`src/rtl/inst_queue.sv`:
```
// In-order decoded-instruction queue: circular buffer with occupancy count, flush,
// and valid/ready handshakes. Define IQ_BYPASS_EN to add the empty-queue bypass.
module inst_queue #(
  parameter int DEPTH = 16,
  parameter int OP_W  = 5,
  parameter int REG_W = 5,
  parameter int IMM_W = 32
) (
  input  logic                         clk,
  input  logic                         rst_n,
  input  logic                         flush,
  input  logic                         enq_valid,
  output logic                         enq_ready,
  input  logic [OP_W-1:0]              enq_op,
  input  logic [REG_W-1:0]             enq_rs1,
  input  logic [REG_W-1:0]             enq_rs2,
  input  logic [REG_W-1:0]             enq_rd,
  input  logic [IMM_W-1:0]             enq_imm,
  output logic                         deq_valid,
  input  logic                         deq_ready,
  output logic [OP_W-1:0]              deq_op,
  output logic [REG_W-1:0]             deq_rs1,
  output logic [REG_W-1:0]             deq_rs2,
  output logic [REG_W-1:0]             deq_rd,
  output logic [IMM_W-1:0]             deq_imm,
  output logic [$clog2(DEPTH+1)-1:0]   count,
  output logic                         full,
  output logic                         empty
);

  localparam int PTR_W = $clog2(DEPTH);
  localparam int CNT_W = $clog2(DEPTH + 1);

  typedef struct packed {
    logic [OP_W-1:0]  op;
    logic [REG_W-1:0] rs1;
    logic [REG_W-1:0] rs2;
    logic [REG_W-1:0] rd;
    logic [IMM_W-1:0] imm;
  } entry_t;

  entry_t             mem [DEPTH];
  entry_t             enq_entry;
  entry_t             deq_entry;
  logic [PTR_W-1:0]   head;
  logic [PTR_W-1:0]   tail;
  logic               bypass_valid;
  logic               pass_through;
  logic               do_enq;
  logic               do_deq;

  assign enq_entry = {enq_op, enq_rs1, enq_rs2, enq_rd, enq_imm};

  // Status comes only from registered count, so enq_ready never sees deq_ready.
  assign full      = (count == CNT_W'(DEPTH));
  assign empty     = (count == '0);
  assign enq_ready = !full;

  // NOTE: every signal driven in always_comb gets a default first, otherwise a latch is inferred.
  always_comb begin
    bypass_valid = 1'b0;
`ifdef IQ_BYPASS_EN
    bypass_valid = empty && enq_valid && !flush;
`endif
  end

  assign deq_valid = !empty || bypass_valid;

  always_comb begin
    deq_entry = '0;
    if (!empty)
      deq_entry = mem[head];
    else if (bypass_valid)
      deq_entry = enq_entry;
  end

  assign {deq_op, deq_rs1, deq_rs2, deq_rd, deq_imm} = deq_entry;

  // A bypassed instruction consumed in the same cycle never touches storage.
  assign pass_through = bypass_valid && deq_ready;
  assign do_enq       = enq_valid && enq_ready && !pass_through && !flush;
  assign do_deq       = !empty && deq_ready && !flush;

  // NOTE: payload storage has no reset; only pointers and count decide which entries are live.
  always_ff @(posedge clk) begin
    if (do_enq)
      mem[tail] <= enq_entry;
  end

  // NOTE: sequential state uses non-blocking assignments so all registers update from pre-edge values.
  always_ff @(posedge clk or negedge rst_n) begin
    if (!rst_n) begin
      head  <= '0;
      tail  <= '0;
      count <= '0;
    end else if (flush) begin
      head  <= '0;
      tail  <= '0;
      count <= '0;
    end else begin
      if (do_enq)
        tail <= tail + PTR_W'(1);
      if (do_deq)
        head <= head + PTR_W'(1);
      case ({do_enq, do_deq})
        2'b10:   count <= count + CNT_W'(1);
        2'b01:   count <= count - CNT_W'(1);
        default: count <= count;
      endcase
    end
  end

endmodule
```
`config.mk`:
```
export PLATFORM = sky130hd
export DESIGN_NAME = inst_queue
export DESIGN_NICKNAME = d
export VERILOG_FILES = /design/src/rtl/inst_queue.sv
export SDC_FILE = /design/constraint.sdc
export NUM_CORES = 1
export LEC_CHECK = 0
export ABC_AREA = 1
export CORE_MARGIN = 4
export CORE_UTILIZATION = 25
export DETAILED_ROUTE_END_ITERATION = 16
export GPL_TIMING_DRIVEN = 1
export PLACE_DENSITY = 0.5
export REMOVE_ABC_BUFFERS = 1
export SLEW_MARGIN = 20
export SYNTH_ARGS = -nofsm -noshare
export SYNTH_HDL_FRONTEND = slang
export SYNTH_SLANG_ARGS = --single-unit
```
`constraint.sdc`:
```
create_clock -name clk -period 11.18 [get_ports clk]
set_clock_uncertainty 0.05 [all_clocks]
set_input_delay 2.236 -clock clk [delete_from_list [all_inputs] [get_ports clk]]
set_output_delay 2.236 -clock clk [all_outputs]
set_load 0.01 [all_outputs]
```
# After elaboration in Yosys (flattened, before gate mapping)
# Memory sizes are Yosys's and may differ from the RTL's.
# Index checks and enable logic that the tools add are counted.
[word_totals]
n_memories = 1
out_inout_bits = 61
elab_cells = 31
ff_bits = 13
mem_bits_rw = 832
input_bits = 57
[classes]
eq_ne = 3
reduce_logical = 11
n_addsub = 4
muxes = 9
[mem_list]
columns = ["memory", "depth", "width", "read_ports", "rd_ports_with_merged_regs", "wr", "line", "rtl"]
rows = [
  ["mem", 16, 52, 1, 0, 1, "42", "entry_t mem [DEPTH];"],
]
[ops]
columns = ["operator", "n"]
rows = [
  ["$mux 52", 1],
  ["$mux 4", 4],
  ["$pmux 5 s2", 1],
  ["$add 4x1->4 const B", 2],
  ["$add 5x1->5 const B", 1],
  ["$eq 5x5->1 const B", 1],
  ["$logic_not 5->1", 1],
  ["$mux 5", 1],
  ["$sub 5x1->5 const B", 1],
  ["$logic_and 1x1->1", 4],
  ["$reduce_bool 2->1", 2],
  ["$logic_not 1->1", 3],
  ["$reduce_bool 3->1", 1],
  ["$eq 2x1->1 const B", 1],
  ["$eq 2x2->1 const B", 1],
  ["$mux 1", 2],
]

# Logic depth before layout (Yosys ltp)
# Gate-level depths: netlist (run 1).
[logic_depth]
word_depth = 7
mapped_depth = 15
depth_no_buf = 15

# Worst setup path after synthesis (run 1)
# Ideal clock, no wire load.
[synth_path]
path_kind = "input port to flip-flop"
start = "input port flush"
end = "memory mem[11][0] (netlist name), enable pin"
t_arrival_ns = 4.996
setup_time_ns = 0.462
cell_stages = 4
slack_ns = 5.672
required_ns = 10.668
n_path_buf = 1
cell_sequence = "inv_1 > clkbuf_1 > nand3_1 > nor2_1"
[synth_via]
elab_chain_cells = 4
[synth_lines]
columns = ["element", "line", "rtl"]
rows = [
  ["start: declaration", "11", "input logic flush,"],
  ["$logic_not 1->1", "81", "assign do_enq = enq_valid && enq_ready && !pass_through && !flush;"],
  ["$logic_and 1x1->1", "81", ""],
  ["$mux 1", "86", "if (do_enq)"],
  ["$mux 1 (not written as such)", "87", "mem[tail] <= enq_entry;"],
  ["end: declaration", "42", ""],
]
# Every way passes these cells.

# Worst setup path in the final report (run 1)
[layout_path]
start = "register head[0]"
end = "output port deq_rs2[4]"
[layout_via]
elab_chain_cells = 2
[layout_lines]
columns = ["element", "line", "rtl"]
rows = [
  ["start: declaration", "45", "logic [PTR_W-1:0] head;"],
  ["start signal: assignment", "104", "head <= head + PTR_W'(1);"],
  ["$mem_v2 16x52", "n/a", ""],
  ["$mux 52", "71", "if (!empty)"],
  ["end: declaration", "23", "output logic [REG_W-1:0] deq_rs2,"],
]
# Every way passes these cells.

==> results of run 1 <==
==> final cells by class <==
type                       instances  area [um^2]
fill                           13000        91300
antenna                            5         12.5
tap                             1742         2180
clock buffer                     114         2460
multi-input combinational       1300         6930
clock inverter                    53          520
timing repair buffer             150         1460
inverter                          21         97.6
sequential                       845        25300
==> flip-flops by register name, summed over array words and instances (netlist names) <==
name   count
mem      832
count      5
head       4
tail       4
==> kinds of logic after synthesis <==
logic type,count (synthesis)
flip-flops,845
XOR/XNOR,2
AO/OA/AOI/OAI,761
buffers and inverters,199
adder cells (fa/ha/maj),7
AND/OR/NAND/NOR,530
==> power by group <==
group          internal (mW)  switching [mW]
sequential              3.54          0.0639
clock                   1.77            1.25
combinational          0.708            1.42
==> cells in the final DEF, fill, tap and decap left out, drive strengths merged, types with 2 or more instances in the layout <==
cell           synthesis  routed
a21oi                 55      55
buf                   62      33
bufinv                 0       9
clkbuf               116     114
clkdlybuf4s50          0     117
clkinv                 0      40
clkinvlp               0       2
dfrtp                 13      13
diode                  0       5
edfxtp               832     832
ha                     7       7
inv                   21      23
nand2                 33      33
nand3                 54      54
nor2                 440     440
o211ai                67      67
o21ai                428     428
o221ai               141     141
o22ai                 68      68
==> through the flow <==
step	instance area (um^2)	cells	TNS, ns
after floorplan	32200	2166	-224.27
after global placement	36000	4057	0
after detailed placement	36000	4057	0
after CTS	38900	4224	0
after global routing	39000	4226	0
final	39000	4230	0
==> routing by layer <==
metal  track usage [%]  share of wire [%]  wire length (um)  vias up
met1              18.4                 44             42000    10300
li1                  -                  -                 -     9172
met5                 0              0.046                44        -
met2              21.7                 47             44700      586
met3              2.65                6.4              6040      142
met4              3.92                2.1              2020        8
==> worst max-delay path, delay by kind of cell, from the launching register on <==
family	cells	cell delay, ns
buffers and inverters	3	2.00
AO/OA/AOI/OAI	4	0.99
flip-flops	1	0.67
==> final timing paths <==
kind                           from  slack (ns)         end  cells after the start
setup / recovery            head[0]        4.13  deq_rs2[4]                      7
hold / removal             count[3]        0.51    count[3]                      2
setup reg to reg           count[1]        7.87  mem[6][35]                      7
hold reg to reg            count[3]        0.51    count[3]                      2
max in group asynchronous     rst_n        8.64     head[2]                      1
min in group asynchronous     rst_n        1.95     tail[3]                      1
==> flow_summary.ini, run 1 <==
[cts]
cts_sinks = 845
insertion_delay_ns = 0.65
cts_buffer_depth = 3
cts_made_buffers = 91
postCtsHoldBufs = 0
cts_tree = built
clkTransAtPathRegs_ns = 0.06
cts.htree.levels = 3
postCtsSetupBuffers = 0
root_buffer = clkbuf_16
cts_resized = 0

[placement]
dpl_worst_slack_ns = 4.49
port-buffer-count = 117
hpwl_um = 45400
gp_congestion = 0.689

[power_and_ir_drop]
totalPowerFinal_mw = 8.74
power.density_nw_per_um2 = 224
p_leak_nw = 11.8
ir_worst_vdd_mv = 0.193

[final_layout]
area_growth_pct = 18.2
nets = 2473
final_util_pct = 29.9
drive_gt1_share_pct = 8.10

[timing]
hold_viol = 0
fin_crit_sh_pct = 63.0
relSlewSlack_pct = 22.8
max_freq_mhz = 142
setup_ws_ns = 4.13
whs_ns = 0.511
worst_pin_slew_ns = 1.16
min_period_ns = 7.05
report.final.slew_viol_count = 0
setup_viol = 0
rsz0062_at_grt = no

[drt]
wl_per_cell_um = 22.4
drcViolationCount = 0
drtPass1Iterations = 5
ant_nets = 0
vias_per_cell = 4.77
drt-initial-drc-count = 1906
vias = 20200
drt-total-wl_um = 94800

[synthesis]
syn_inst = 2344
synth-xor-area-share_pct = 0.0531
ys_ff_latch = 845
synth_warnings = 0
async_flop_share_pct = 1.54
synth_fa_ha_area_share_pct = 0.266
netlist_area_um2 = 33000
synth_edf_count = 832
synth_area_leaders = edfxtp_1 (76%), o21ai_0 (6.4%), nor2_1 (5.0%), o221ai_1 (3.7%), o211ai_1 (1.5%)
synth_compound_area_share_pct = 13.9
synth_top_family_by_area = compound AO/OA/AOI/OAI gates
yosysMostFrequentCell = edfxtp_1
ys_seq_area_share_pct = 76.8
synth_top_flop_cell = edfxtp_1
yosysTopAreaCell = edfxtp_1
synthTopCellsByCount = edfxtp_1 (832), nor2_1 (438), o21ai_0 (424), o221ai_1 (141), clkbuf_1 (116)
synth_top_area_share_pct = 75.8
yosys.cell_types.count = 31
synth.avg_cell_area_um2 = 14.1
synthSimpleGateAreaFrac_pct = 6.40
muxShareOfSynthArea_pct = 0

[hold_path]
hold_path_class = reg2reg

[floorplan]
initial_core_util_pct = 25.3
rows = 132
die-height_um = 371
die_area_um2 = 138000
fp.dieW_um = 371
core_um2 = 130000
ios = 118

[critical_path]
crit_arrival_ns = 4.76
required_ns = 8.89
max_stage_delay_ns = 0.85
start_kind = flip-flop
endpoint_kind = primary output
path_class = reg2out
crit_slowest_cell = buf_4
critical_path.cell_chain = inv_8 > buf_4 > o21ai_0 > o22ai_1 > o211ai_1 > a21oi_1 > clkdlybuf4s50_1
crit_fanout = 150

[grt]
antenna_found_initial = 15
grt_pass1_wl_um = 138000
grt_usage_pct = 13.5
grt_start_max_net_pins = 181
gr-total-overflow = 0
grt_pass1_vias = 19900

[job]
cap_violations = 0

[outcome]
status = finished clean
Note: power is estimated with default switching activity, not from simulation.
==> inputs of run 2 (changes only) <==
==> constraint.sdc (replaced) <==
create_clock -name clk -period 6.85 [get_ports clk]
set_clock_uncertainty 0.05 [all_clocks]
set_input_delay 1.37 -clock clk [delete_from_list [all_inputs] [get_ports clk]]
set_output_delay 1.37 -clock clk [all_outputs]
set_load 0.01 [all_outputs]
==> run 2 against run 1 <==
Setup slack worse by 3.0 ns. Register-to-register slack worse by 4.0 ns. Worst hold slack better by 0.017 ns. Non-clock buffer count up 20. Cell area about the same. Via count up 1.4%. Total power up 60%. Clock power up 55%. Critical path depth down 1. Global-route usage up 0.15 points.
==> flow_summary.ini, run 2 (synthesis gave the netlist of run 1 again) <==
[power_and_ir_drop]
p_sw_share_pct = 31.4
clock_power_share_pct = 33.4
power.density_nw_per_um2 = 360
power.share.combinational_pct = 25.0
p_int_mw = 9.62
ir_worst_vdd_mv = 0.494
totalPowerFinal_mw = 14.0
power_switching_mw = 4.39
p_leak_nw = 11.8
pwr-share-seq_pct = 41.6

[final_layout]
fin_area_um2 = 39000
final_cells = 4244
area.sequential_um2 = 25300
layout_commonest_cell = edfxtp_1
largest_reg_flops = 832
nets = 2493
regMostFlops = mem
reg_top3 = mem (832), count (5)
fillers = 13000
final_util_pct = 29.9
drive_gt1_share_pct = 8.21
multi_input_area_um2 = 6930
final_cell_mix = edfxtp_1 (832), o21ai_0 (424), nor2_1 (422)
area_growth_pct = 18.2

[grt]
grt_pass1_vias = 19900
grt_pass1_wl_um = 139000
grt_util_met1_pct = 19.1
grt_start_max_net_pins = 241
grt_busiest_layer = met2
antenna_found_initial = 16
grtUsageMet2_pct = 21.2
grt_usage_pct = 13.6
gr-total-overflow = 0
grtUsageMet3_pct = 2.97

[job]
cap_violations = 0

[placement]
hpwl_um = 47700
gp_congestion = 0.694
port-buffer-count = 117
dp_cells = 4078
place_area_um2 = 36200
dpl_worst_slack_ns = 1.69

[floorplan]
fp.dieW_um = 371
die-height_um = 371
die_area_um2 = 138000
core_um2 = 130000
initial_core_util_pct = 25.3
ios = 118
rows = 132

[drt]
drtPass1Iterations = 5
drcViolationCount = 0
drt-initial-drc-count = 1853
drt-total-wl_um = 95700
vias_per_cell = 4.82
ant_nets = 0
wl_per_cell_um = 22.6
vias = 20400

[critical_path]
required_ns = 5.43
rr_startpoint = count[1]
reg2reg_to = mem[1][28]
crit_arrival_ns = 4.28
endpoint_kind = primary output
r2r_setup_slack_ns = 3.84
rr_worst_depth = 7
start_kind = flip-flop
crit_fanout = 47
path_class = reg2out

[timing]
rsz0062_at_grt = no
fin_crit_sh_pct = 83.2
min_period_ns = 5.70
relSlewSlack_pct = 21.7
setup_ws_ns = 1.15
report.final.slew_viol_count = 0
max_freq_mhz = 175
hold_viol = 0
worst_pin_slew_ns = 1.17
setup_viol = 0

[cts]
cts_resized = 0
cts_sinks = 845
cts_buffer_depth = 3
insertion_delay_ns = 0.67
cts.htree.levels = 3
root_buffer = clkbuf_16
cts_made_buffers = 91
postCtsHoldBufs = 0
clkTransAtPathRegs_ns = 0.07
postCtsSetupBuffers = 0
cts_tree = built

[hold_path]
min_from = count[3]
hold_depth = 2
hold_path_end = count[3]
hold_path_class = reg2reg

[outcome]
status = finished clean
[run 2: changes by cell type in the layout (fill, tap and decap cells not counted), sizes merged]
cell    before  now
clkbuf     114  117
buf         33   53
bufinv       9    6
clkinv      40   34
[run 2: worst max-delay path by stage]
stage / start / end / slack [ns] / cells past startpoint
floorplan: head[0] / deq_imm[10] / -7.79 / 5
global placement: head[2] / deq_imm[14] / 1.68 / 6
detailed placement: head[2] / deq_imm[3] / 1.69 / 6
CTS: head[2] / deq_imm[3] / 0.91 / 6
global route: head[2] / deq_imm[3] / 0.89 / 6
finish: head[2] / deq_imm[2] / 1.15 / 6
[run 2: per-stage QoR]
stage,TNS [ns],hold slack [ns]
floorplan,-408.73,0.504
global placement,0,0.513
detailed placement,0,0.515
CTS,0,0.533
global route,0,0.589
finish,0,0.528
[run 2: critical path: stages (launching register included)]
cell,delay [ns]
dfrtp_4,0.84
clkinv_2,0.85
buf_4,0.57
o221ai_1,0.13
nand3_1,0.11
a21oi_1,0.42
clkdlybuf4s50_1,0.62
[run 2: power groups by stage]
stage / Clock [mW] / Sequential (mW) / Combinational (mW)
floorplan: 0 / 6.13 / 1.73
global route: 5.01 / 5.83 / 3.89
detailed placement: 0 / 5.94 / 3.56
finish: 4.69 / 5.83 / 3.51
global placement: 0 / 5.93 / 3.57
CTS: 4.81 / 5.83 / 3.57
[run 2: layout make-up]
type / instances / area share [%]
multi-input combinational: 1300 / 17.8
clock buffer: 117 / 6.15
clock inverter: 44 / 1.02
timing repair buffer: 170 / 4.16
sequential: 845 / 65.0
tap: 1742 / 5.59
inverter: 21 / 0.251
antenna: 5 / 0.0321
[run 2: per-layer routing]
layer | routed length [um] | vias to the layer above
met5 | 89 | -
met4 | 2020 | 18
met3 | 5500 | 159
met2 | 44200 | 494
met1 | 43900 | 10600
li1 | - | 9216
==> inputs of run 3 (changes only) <==
--- a/config.mk
+++ b/config.mk
@@ -10,7 +10,7 @@
 export CORE_UTILIZATION = 25
 export DETAILED_ROUTE_END_ITERATION = 16
 export GPL_TIMING_DRIVEN = 1
-export PLACE_DENSITY = 0.5
+export PLACE_DENSITY = 0.52
 export REMOVE_ABC_BUFFERS = 1
 export SLEW_MARGIN = 20
 export SYNTH_ARGS = -nofsm -noshare
==> constraint.sdc (replaced) <==
create_clock -name clk -period 5.2 [get_ports clk]
set_clock_uncertainty 0.05 [all_clocks]
set_input_delay 1.04 -clock clk [delete_from_list [all_inputs] [get_ports clk]]
set_output_delay 1.04 -clock clk [all_outputs]
set_load 0.01 [all_outputs]
==> run 3 against run 2 <==
Sequential share of layout area fell by 0.88 points. Wire length decreased by 5.2%. Via count shrank 0.70%. Flip-flop and latch count stayed put. Count of clock-buffer cells in the layout fell by 2. Die area stayed put. First-iteration DRC count grew 7.0%. Combinational power grew 34%. Total power increased by 36%. Setup slack worse by 0.90 ns. Clock power is 42% higher. Core utilization grew 0.41 points. Critical path type unchanged.
==> flow_summary.ini, run 3 (synthesis gave the netlist of run 1 again) <==
[timing]
tns_ns = 0
setup_viol = 0
worst_pin_slew_ns = 1.11
max_freq_mhz = 202
min_period_ns = 4.95
setup_ws_ns = 0.247
report.final.slew_viol_count = 0
fin_crit_sh_pct = 95.2
rsz0062_at_grt = no
hold_viol = 0
relSlewSlack_pct = 25.9

[placement]
hpwl_um = 44600
port-buffer-count = 117
dp_cells = 4070
place_area_um2 = 36400
gp_congestion = 0.706
dpl_worst_slack_ns = 1.00

[power_and_ir_drop]
p_leak_nw = 12.0
totalPowerFinal_mw = 19.0
power.density_nw_per_um2 = 482
ir_worst_vdd_mv = 0.348

[final_layout]
regMostFlops = mem
fin_area_um2 = 39500
final_cells = 4249
largest_reg_flops = 832
drive_gt1_share_pct = 8.45
layout_commonest_cell = edfxtp_1
nets = 2489
area_growth_pct = 19.8
reg_top3 = mem (832), count (5)
final_cell_mix = edfxtp_1 (832), o21ai_0 (424), nor2_1 (422)

[cts]
cts_tree = built
cts_sinks = 845
cts_made_buffers = 95
root_buffer = clkbuf_16
cts_buffer_depth = 3
insertion_delay_ns = 0.68
clkTransAtPathRegs_ns = 0.06
cts.htree.levels = 3
postCtsHoldBufs = 0
cts_resized = 0
postCtsSetupBuffers = 0

[drt]
vias_per_cell = 4.78
drcViolationCount = 0
vias = 20300
drt-initial-drc-count = 1982
drt-total-wl_um = 90800
ant_nets = 0
wl_per_cell_um = 21.4
drtPass1Iterations = 5

[critical_path]
crit_fanout = 210
start_kind = flip-flop
crit_arrival_ns = 3.86
path_class = reg2out
required_ns = 4.11
endpoint_kind = primary output

[floorplan]
fp.dieW_um = 371
die-height_um = 371
ios = 118
initial_core_util_pct = 25.3
die_area_um2 = 138000
rows = 132
core_um2 = 130000

[grt]
grt_start_max_net_pins = 211
antenna_found_initial = 14
grt_pass1_vias = 19800
grt_pass1_wl_um = 134000
grt_usage_pct = 12.9
gr-total-overflow = 0

[hold_path]
hold_path_class = reg2reg

[outcome]
status = finished clean

[job]
cap_violations = 0
[run 3: metal layers]
metal  global-route usage [%]  up-vias  share of wire (%)
met3                     2.71      117                6.0
met5                        0        -              0.066
met2                     19.8      566                 45
met1                     18.3    10400                 47
met4                     3.78        8                2.0
li1                         -     9208                  -
[run 3: worst paths after layout]
path                                     to  slack [ns]     start  cells past startpoint
worst max-delay path            deq_imm[22]        0.25   head[0]                      6
worst min-delay path               count[3]        0.52  count[3]                      2
max in group asynchronous           head[2]        3.80     rst_n                      1
worst max register to register   mem[4][27]        2.54  count[0]                      7
worst min register to register     count[3]        0.52  count[3]                      2
min in group asynchronous          count[1]        0.74     rst_n                      1
[run 3: layout make-up]
type | instances | area [um^2]
fill | 12900 | 90800
inverter | 21 | 97.6
clock inverter | 55 | 642
clock buffer | 115 | 2470
tap | 1742 | 2180
timing repair buffer | 162 | 1820
multi-input combinational | 1300 | 6930
sequential | 845 | 25300
antenna | 9 | 22.5
[run 3: per-stage QoR]
step	hold WS, ns	util [%]
floorplan	0.504	-
global placement	0.511	27.9
detailed placement	0.513	27.9
CTS	0.529	30.3
global route	0.605	30.3
finish	0.516	30.3
[run 3: report_power, final]
part / switching (mW) / total (mW) / leakage, nW / internal (mW)
sequential: 0.0552 / 7.66 / 7.66 / 7.60
clock: 2.80 / 6.66 / 1.50 / 3.87
combinational: 3.11 / 4.72 / 2.84 / 1.61
[run 3: critical path, cell delays in order (launching register included)]
cell and delay [ns]:
dfrtp_4 0.48, buf_12 0.48, o21ai_0 0.23, o221ai_1 0.26, o211ai_1 0.13, a21oi_1 0.67
clkdlybuf4s50_1 0.68
